## config.mk

```make
export PLATFORM = sky130hd
export DESIGN_NAME = count_ctrl_frontend_flat
export DESIGN_NICKNAME = d
export VERILOG_FILES = /design/src/rtl/count_ctrl_pkg.sv /design/src/rtl/count_ctrl_frontend_if.sv /design/src/rtl/count_ctrl_frontend_btn_cond.sv /design/src/rtl/count_ctrl_frontend.sv /design/src/flat_wrapper.sv
export SDC_FILE = /design/constraint.sdc
export NUM_CORES = 1
export LEC_CHECK = 0
export ABC_AREA = 0
export ABC_CLOCK_PERIOD_IN_PS = 1800
export BUFFER_PORTS_ARGS = -buffer_cell sky130_fd_sc_hd__buf_2
export CAP_MARGIN = 10
export CORE_ASPECT_RATIO = 1.5
export CORE_MARGIN = 4
export CORE_UTILIZATION = 52
export CTS_CLUSTER_SIZE = 25
export DETAILED_ROUTE_END_ITERATION = 10
export PLACE_DENSITY_LB_ADDON = 0.08
export SLEW_MARGIN = 25
export SYNTH_ARGS = -nofsm -noshare
export SYNTH_HDL_FRONTEND = slang
export SYNTH_SLANG_ARGS = --single-unit
```

## constraint.sdc

```tcl
create_clock -name clk -period 1.8 [get_ports clk]
set_input_delay 0.27 -clock clk [delete_from_list [all_inputs] [get_ports clk]]
set_output_delay 0.27 -clock clk [all_outputs]
set_load 0.01 [all_outputs]
```

## src/rtl/count_ctrl_pkg.sv

```systemverilog
// Shared definitions for the counter control front-end: width helper and FSM state encoding.
package count_ctrl_pkg;

   // Bits needed to hold the given value; never less than one.
   function automatic int clogb2(input int value);
      int r;
      r = 0;
      for (int i = 0; i < 31; i++)
         if ((value >> i) != 0) r = i + 1;
      return (r < 1) ? 1 : r;
   endfunction

   localparam logic [2:0] ST_IDLE  = 3'd0;
   localparam logic [2:0] ST_RUN   = 3'd1;
   localparam logic [2:0] ST_STEP  = 3'd2;
   localparam logic [2:0] ST_LOAD1 = 3'd3;
   localparam logic [2:0] ST_LOAD2 = 3'd4;

   typedef enum logic [2:0] {
      IDLE  = ST_IDLE,
      RUN   = ST_RUN,
      STEP  = ST_STEP,
      LOAD1 = ST_LOAD1,
      LOAD2 = ST_LOAD2
   } ctrl_state_t;

endpackage

```

## src/rtl/count_ctrl_frontend_if.sv

```systemverilog
// Link between the control front-end (master) and the mod-M counter it drives (slave).
interface count_ctrl_frontend_if
   import count_ctrl_pkg::*;
#(
   parameter int M = 10
);
   localparam int N = clogb2(M - 1);

   logic         enable;
   logic         aload;
   logic [N-1:0] data;
   logic         rollover_in;

   modport master (output enable, output aload, output data, input rollover_in);
   modport slave  (input enable, input aload, input data, output rollover_in);

endinterface

```

## src/rtl/count_ctrl_frontend_btn_cond.sv

```systemverilog
// Button conditioning: 2-flop synchroniser, debounce filter when COUNT_CTRL_DEBOUNCE_EN
// is defined, then a registered rising-edge detector giving a one-cycle pulse.
module btn_cond
   import count_ctrl_pkg::*;
#(
   parameter int DB_CYCLES = 500_000
) (
   input  logic clk,
   input  logic aclr,
   input  logic btn,
   output logic pulse
);

`ifdef COUNT_CTRL_DEBOUNCE_EN
   localparam bit DB_EN = 1'b1;
`else
   localparam bit DB_EN = 1'b0;
`endif

   logic sync_p0, sync_p1;
   logic lvl;
   logic prev_p2, pulse_p2;

   always_ff @(posedge clk or negedge aclr) begin
      if (!aclr) begin
         sync_p0 <= 1'b0;
         sync_p1 <= 1'b0;
      end else begin
         sync_p0 <= btn;
         sync_p1 <= sync_p0;
      end
   end

   generate
      if (DB_EN && DB_CYCLES > 0) begin : g_db
         localparam int DBW = clogb2(DB_CYCLES);
         logic [DBW-1:0] db_cnt;
         logic           db_lvl;

         // Any sample agreeing with the filtered level restarts the stability window.
         always_ff @(posedge clk or negedge aclr) begin
            if (!aclr) begin
               db_cnt <= '0;
               db_lvl <= 1'b0;
            end else if (sync_p1 == db_lvl) begin
               db_cnt <= '0;
            end else if (db_cnt == DBW'(DB_CYCLES - 1)) begin
               db_lvl <= sync_p1;
               db_cnt <= '0;
            end else begin
               db_cnt <= db_cnt + 1'b1;
            end
         end

         assign lvl = db_lvl;
      end else begin : g_nodb
         assign lvl = sync_p1;
      end
   endgenerate

   // Edge-detect stage
   always_ff @(posedge clk or negedge aclr) begin
      if (!aclr) begin
         prev_p2  <= 1'b0;
         pulse_p2 <= 1'b0;
      end else begin
         prev_p2  <= lvl;
         pulse_p2 <= lvl & ~prev_p2;
      end
   end

   assign pulse = pulse_p2;

endmodule

```

## src/rtl/count_ctrl_frontend.sv

```systemverilog
// Control front-end for a mod-M counter: prescaled tick, run/pause/single-step FSM and
// glitch-free preset load. Define COUNT_CTRL_DEBOUNCE_EN to add button debounce filters.
module count_ctrl_frontend
   import count_ctrl_pkg::*;
#(
   parameter  int M         = 10,
   parameter  int CLK_HZ    = 50_000_000,
   parameter  int TICK_HZ   = 1,
   parameter  int DB_CYCLES = 500_000,
   localparam int N         = clogb2(M - 1)
) (
   input  logic                         clk,
   input  logic                         aclr,
   input  logic                         btn_run,
   input  logic                         btn_step,
   input  logic                         btn_load,
   input  logic [N-1:0]                 sw_data,
   input  logic                         one_shot,
   output logic                         running,
   count_ctrl_frontend_if.master        cnt
);

   localparam int             DIV      = CLK_HZ / TICK_HZ;
   localparam int             PW       = clogb2(DIV - 1);
   localparam logic [PW-1:0]  PC_LAST  = PW'(DIV - 1);
   localparam logic [N:0]     M_EXT    = (N + 1)'(M);
   localparam logic [N-1:0]   DATA_MAX = N'(M - 1);

   logic         run_p, step_p, load_p;
   logic [N-1:0] sw_p0, sw_p1;
   ctrl_state_t  state, state_nxt;
   logic [PW-1:0] pc;
   logic         enable_d, aload_d;
   logic         enable_q, aload_q;
   logic [N-1:0] data_q;

   btn_cond #(.DB_CYCLES(DB_CYCLES)) u_run  (.clk(clk), .aclr(aclr), .btn(btn_run),  .pulse(run_p));
   btn_cond #(.DB_CYCLES(DB_CYCLES)) u_step (.clk(clk), .aclr(aclr), .btn(btn_step), .pulse(step_p));
   btn_cond #(.DB_CYCLES(DB_CYCLES)) u_load (.clk(clk), .aclr(aclr), .btn(btn_load), .pulse(load_p));

   always_ff @(posedge clk or negedge aclr) begin
      if (!aclr) begin
         sw_p0 <= '0;
         sw_p1 <= '0;
      end else begin
         sw_p0 <= sw_data;
         sw_p1 <= sw_p0;
      end
   end

   // A tick is suppressed whenever RUN is being left on the same edge.
   always_comb begin
      state_nxt = state;
      enable_d  = 1'b0;
      aload_d   = 1'b0;
      unique case (state)
         IDLE: begin
            if (load_p)      state_nxt = LOAD1;
            else if (run_p)  state_nxt = RUN;
            else if (step_p) state_nxt = STEP;
         end
         RUN: begin
            if (load_p)                          state_nxt = LOAD1;
            else if (run_p)                      state_nxt = IDLE;
            else if (one_shot && cnt.rollover_in) state_nxt = IDLE;
            else                                 enable_d  = (pc == PC_LAST);
         end
         STEP: begin
            enable_d  = 1'b1;
            state_nxt = IDLE;
         end
         LOAD1: state_nxt = LOAD2;
         LOAD2: begin
            aload_d   = 1'b1;
            state_nxt = IDLE;
         end
         default: state_nxt = IDLE;
      endcase
   end

   always_ff @(posedge clk or negedge aclr) begin
      if (!aclr) begin
         state    <= IDLE;
         pc       <= '0;
         enable_q <= 1'b0;
         aload_q  <= 1'b0;
         data_q   <= '0;
      end else begin
         state    <= state_nxt;
         enable_q <= enable_d;
         aload_q  <= aload_d;
         if (state == RUN && state_nxt == RUN)
            pc <= (pc == PC_LAST) ? '0 : pc + 1'b1;
         else
            pc <= '0;
         // Preset settles during LOAD1, one cycle ahead of the aload strobe.
         if (state == LOAD1)
            data_q <= ({1'b0, sw_p1} >= M_EXT) ? DATA_MAX : sw_p1;
      end
   end

   assign running    = (state == RUN);
   assign cnt.enable = enable_q;
   assign cnt.aload  = aload_q;
   assign cnt.data   = data_q;

endmodule

```

## src/flat_wrapper.sv

```systemverilog
// flat-port wrapper written by rule: the top's interface ports become plain ports
module count_ctrl_frontend_flat import count_ctrl_pkg::*;
#(
   parameter  int M         = 10,
   parameter  int CLK_HZ    = 50_000_000,
   parameter  int TICK_HZ   = 1,
   parameter  int DB_CYCLES = 500_000,
   localparam int N         = clogb2(M - 1)
)
  (clk, aclr, btn_run, btn_step, btn_load, sw_data, one_shot, running, cnt_enable, cnt_aload, cnt_data, cnt_rollover_in);
  count_ctrl_frontend_if #(.M(M)) cnt_i ();
  input  logic clk;
  input  logic aclr;
  input  logic btn_run;
  input  logic btn_step;
  input  logic btn_load;
  input  logic [N-1:0] sw_data;
  input  logic one_shot;
  output logic running;
  output wire logic [$bits(cnt_i.enable)-1:0] cnt_enable;
  output wire logic [$bits(cnt_i.aload)-1:0] cnt_aload;
  output wire logic [$bits(cnt_i.data)-1:0] cnt_data;
  input wire logic [$bits(cnt_i.rollover_in)-1:0] cnt_rollover_in;
  assign cnt_enable = cnt_i.enable;
  assign cnt_aload = cnt_i.aload;
  assign cnt_data = cnt_i.data;
  assign cnt_i.rollover_in = cnt_rollover_in;
  count_ctrl_frontend #(.M(M), .CLK_HZ(CLK_HZ), .TICK_HZ(TICK_HZ), .DB_CYCLES(DB_CYCLES)) u_core (.clk(clk), .aclr(aclr), .btn_run(btn_run), .btn_step(btn_step), .btn_load(btn_load), .sw_data(sw_data), .one_shot(one_shot), .running(running), .cnt(cnt_i));
endmodule
```

* Yosys cells after proc, flatten, opt, wreduce, memory -nomap -nowiden *
Cells that the tools add are included.

storage, ports and cells
  flip-flop bits (word level) = 55
  output and inout bits = 7
  input port bits = 11
  word-level logic and storage cells = 51

operators by class
  bitwise operators = 6
  reduce and logical (&&, ||, !) cells = 3
  multiplexer cells = 15
  $add $sub $neg = 1
  equality and inequality tests = 6
  order comparisons = 1

operators by type and width
  kind                                                             count
  26-bit two-way mux                                               2
  26-bit by 1-bit adder with 26-bit output, second input constant  1
  26-bit == test, second input constant                            1
  3-bit two-way mux                                                6
  3-bit case mux with 3 select lines                               1
  3-bit by 1-bit == test with 1-bit output, second input constant  2
  3-bit by 2-bit == test with 1-bit output, second input constant  2
  4-bit greater-or-equal comparator, second input constant         1
  1-bit two-way mux                                                4
  4-bit two-way mux                                                1
  1-bit bitwise AND                                                3
  3-bit == test, second input constant                             1
  3-bit zero test                                                  1
  1-bit inverter                                                   3
  1-bit logical AND                                                2
  1-bit case mux with 2 select lines                               1

* Logic depth before layout (Yosys ltp) *
  depth in word-level cells = 8
  mapped depth = 6
  depth with buffers taken out = 5

* Hierarchy *
From an unflattened synthesis, not the netlist that was laid out.

unflattened totals
  cells, all modules = 202
  area total of the unflattened synthesis = 2,258.4 um^2

by module, submodules not included
  module               area an instance (um^2)  cells each  times used  sequential area each (um^2)
  count_ctrl_frontend  1,916.8                  187         1           1,076.0
  btn_cond             113.9                    5           3           100.1

* Worst setup path before layout *
OpenSTA, ideal clock, no wires.

  path kind = register to register
  from = register u_core.pc[3]
  to = register u_core.pc[24]
  data arrival time = 1.869 ns
  clock period less this slack = 1.952 ns
  library setup time = 0.083 ns
  stages on the path, launching flop included = 6
  path slack = -0.152 ns
  data required time = 1.717 ns
  path buffers = 1
  cell sequence = dfrtp_1 > nand4_4 > or4_4 > buf_6 > or4_1 > a21oi_1

between the ends
  longest elaborated chain between the ends = 3
  elaborated cells between the ends (all ways) = 4
  classes of those cells = 1 x add/sub; 1 x eq/ne; 2 x mux

ends and longest elaborated chain
  element                                                                     RTL line                   source
  from (decl)                                                                 count_ctrl_frontend.sv:32  logic [PW-1:0] pc;
  from (signal assigned)                                                      count_ctrl_frontend.sv:93  pc <= (pc == PC_LAST) ? '0 : pc + 1'b1;
  26-bit by 1-bit adder with 26-bit output or 26-bit == test (tied branches)  count_ctrl_frontend.sv:93
  26-bit two-way mux (*)                                                      count_ctrl_frontend.sv:93
  26-bit two-way mux (*)                                                      count_ctrl_frontend.sv:92  if (state == RUN && state_nxt == RUN)

Mark *: on every way between the ends. The rest lies on a longest branch, timed or not.
A chain may end at the register's enable or synchronous reset.

* Worst setup path after layout *
  from = register u_core.pc[5]
  to = register u_core.pc[22]

Same word-level chain as after synthesis.

==> results_dict.tcl <==
set metrics [dict create \
    vias 1727 \
    slew_viol_final 0 \
    max-slew-margin-rel 0.6414 \
    htree_num_levels 2 \
    cp_cell_sequence "nand4_4, or4_4, or4_1, a21oi_1" \
    use_met1 0.2247 \
    fill_cells 320 \
    grt_pass1_vias 1588 \
    vdd_drop_max_mv 0.9287 \
    grt_overflow 0 \
    synth.top_cells.by_count "55 x dfrtp_1, 17 x nor2_1, 14 x nand2_1, 13 x a21oi_1, 9 x nand3_1" \
    fmax_mhz 527.1 \
    syn_nets 208 \
    required_ps 2030 \
    yosysMostFrequentCell "dfrtp_1" \
    synth.area.top_cells "dfrtp_1 61%, a21oi_1 2.9%, nor2_1 2.8%" \
    cp_slowest_stage_delay_ps 600 \
    crit_buf_inv 0 \
    die_x_um 61.62 \
    fin_crit_ps 1897 \
    p_per_area_nw_per_um2 856.9 \
    setup_slack_ps -97.12 \
    cts_buffers 5 \
    ant_nets 0 \
    synth_edf_count 0 \
    drt_iter0_drc 66 \
    clk_pin_slew_ps 90 \
    cts_tree "built" \
    fin_worst_skew_ps 8.172 \
    critPathMaxFanout 6 \
    synth_top_area_share 0.6138 \
    portBuffers 17 \
    crit_slowest_cell "or4_4" \
    yosys_warnings 0 \
    vias_per_cell 5.894 \
    synthCells 196 \
    p_switching_mw 0.5752 \
    die_area_sq_um 5448 \
    p_clk_frac 0.326 \
    dp.cells 278 \
    hp-class "in -> reg" \
    grt_max_degree 34 \
    synthToLayoutAreaGrowth_pct 25.61 \
    outcome "finished with violations" \
    grt.total_usage 0.1770 \
    ys_async_sr_fraction 1.000 \
    violations "negative setup slack" \
    core-area_sq_um 4209 \
    antenna_found_initial 0 \
    nNetsFinal 259 \
    hold_viol 0 \
    grt.busiest_layer "met2" \
    initial_core_util 0.5327 \
    p_leak_nw 1.183 \
    rows 29 \
    drtPass1Iterations 4 \
    syn_avg_cell_area_sq_um 11.44 \
    wirelength_mm 4.820 \
    antennaDiodeCount 0 \
    fin_cells 293 \
    synth_flop_cell "dfrtp_1" \
    drv_cap 0 \
    die_y_um 88.42 \
    worst_setup_path_end_kind "flop" \
    clockBufferDepth 2 \
    timing.final.crit_share 1.054 \
    root_buffer "clkbuf_8" \
    io_pins 18 \
    p_comb_frac 0.107 \
    pwr-share-seq 0.567 \
    clock-sinks 55 \
    fin_hold_ws_ps 62.66 \
    cellInternalPower_mw 1.838 \
    grt_pass1_wl_mm 7.224 \
    yosysSeqAreaShare 0.6138 \
    synth_area_leader_cell "dfrtp_1" \
    grtUsageMet2 0.2955 \
    drc 0 \
    synth_cell_type_count 39 \
    met3_usage 0.03504 \
    worst_slew_pin_slew_ps 537.9 \
    cp_data_arrival_time_ps 2130 \
    wl_per_cell_um 16.45 \
    swShare 0.2383 \
    finalSetupViolations 6 \
    synth-seq-cells 55 \
    grt_setup_unrepaired "yes" \
    critical_path_class "reg -> reg" \
    critPathLaunchType "flop" \
    post_route_cells_drive_above_1_share 0.3239 \
    gp_congestion 0.8332 \
    netlist_area_sq_um 2242 \
    hpwl_mm 3.027 \
    critPathTopFamily "simple AND/OR/NAND/NOR gates" \
    clkLatencyLatePin_ps 300 \
]
-- sequential cells by signal, indices dropped and copies added, names as in the netlist --
name / count
u_core.u_run.prev_p2: 1
u_core.u_run.sync_p0: 1
u_core.u_step.sync_p0: 1
u_core.u_load.lvl: 1
u_core.cnt.data: 4
u_core.u_step.prev_p2: 1
u_core.u_load.pulse: 1
u_core.u_load.sync_p0: 1
u_core.sw_p0: 4
u_core.sw_p1: 4
u_core.pc: 26
u_core.u_run.lvl: 1
u_core.state: 3
u_core.u_step.lvl: 1
u_core.cnt.enable: 1
u_core.cnt.aload: 1
u_core.u_step.pulse: 1
u_core.u_run.pulse: 1
u_core.u_load.prev_p2: 1
-- cells in the final DEF (no fill, tap or decap), types with 2 or more instances in the layout --
| cell type | count |
|---|---|
| dfrtp_1 | 53 |
| buf_4 | 24 |
| nor2_1 | 17 |
| buf_2 | 17 |
| nand2_1 | 13 |
| a21oi_1 | 8 |
| or4_4 | 8 |
| nand3_1 | 7 |
| o21ai_0 | 7 |
| nor3_1 | 6 |
| o31ai_1 | 6 |
| xnor2_1 | 6 |
| a21oi_2 | 5 |
| xor2_1 | 5 |
| clkbuf_8 | 5 |
| nor2b_1 | 4 |
| or4_1 | 4 |
| or3_1 | 4 |
| nor3b_1 | 3 |
| inv_1 | 3 |
| nand4_1 | 3 |
| nand2b_1 | 3 |
| buf_6 | 3 |
| nand3b_1 | 2 |
| and4_1 | 2 |
| and3_1 | 2 |
| o31ai_2 | 2 |
| dfrtp_2 | 2 |
-- metrics by stage --
stage | utilization | setup slack [ps] | setup TNS (ps) | total power, mW | area (sq um)
after CTS | 0.6367 | -67.48 | -257.2 | 2.421 | 2680
after global routing | 0.6691 | -134.2 | -1123 | 2.528 | 2816
after detailed placement | 0.6064 | -73.40 | -300.5 | 1.638 | 2552
after global placement | 0.6064 | -19.15 | -19.15 | 1.624 | 2552
after floorplan | - | -115.5 | -174.1 | 1.501 | 2251
final | 0.6691 | -97.12 | -335.1 | 2.413 | 2816
-- layout make-up --
type | count | area, sq um | share of cell area
clock buffers | 5 | 68.82 | 0.02443
well taps | 46 | 57.56 | 0.02044
flip-flops and latches | 55 | 1379 | 0.4896
multi-input cells | 136 | 933.4 | 0.3314
clock inverters | 2 | 37.54 | 0.01333
repair buffers | 46 | 329.1 | 0.1168
inverters | 3 | 11.26 | 0.003998
-- layer usage --
layer  wire [um]  share of wire
met4          91          0.019
met2        2547           0.53
met5           0              0
met3         220          0.046
met1        1960           0.41
-- final timing paths --
| path | startpoint | end | slack (ps) | depth (start not counted) |
|---|---|---|---|---|
| max | u_core.pc[5] | u_core.pc[22] | -100 | 4 |
| min in group asynchronous | aclr | u_core.u_run.prev_p2 | 470 | 2 |
| max reg2reg | u_core.pc[5] | u_core.pc[22] | -100 | 4 |
| max in group asynchronous | aclr | u_core.pc[22] | 780 | 3 |
| min | sw_data[3] | u_core.sw_p0[3] | 60 | 1 |
| min reg2reg | u_core.sw_p0[3] | u_core.sw_p1[3] | 350 | 0 |
-- power by group through the flow --
| stage | Combinational, mW | Clock, mW | Sequential, mW |
|---|---|---|---|
| finish | 0.258 | 0.787 | 1.37 |
| global route | 0.288 | 0.858 | 1.38 |
| CTS | 0.245 | 0.806 | 1.37 |
| detailed placement | 0.243 | 0 | 1.39 |
| global placement | 0.237 | 0 | 1.39 |
| floorplan | 0.0911 | 0 | 1.41 |
-- cells by family (layout without fill, tap and decap cells) --
group                    after synthesis  in the layout  synth area share
AO/OA/AOI/OAI                         33             33           0.08762
XOR/XNOR                              11             11           0.04297
adder cells (fa/ha/maj)                1              1          0.005579
buffers and inverters                  7             56           0.01562
flip-flops                            55             55            0.6138
multiplexers                           1              1          0.005022
AND/OR/NAND/NOR                       88             90            0.2294
-- timing repair --
action / CTS / global route
pin swaps: 2 / 11
cloned: 0 / 3
endpoints found under the setup margin: 7 / 20
buffers inserted: 1 / 3
resized for setup: 1 / 25
hold buffers: 1 / 0
endpoints found under the hold margin: 22 / 0
No activity file was read; power rests on OpenSTA's default activity.
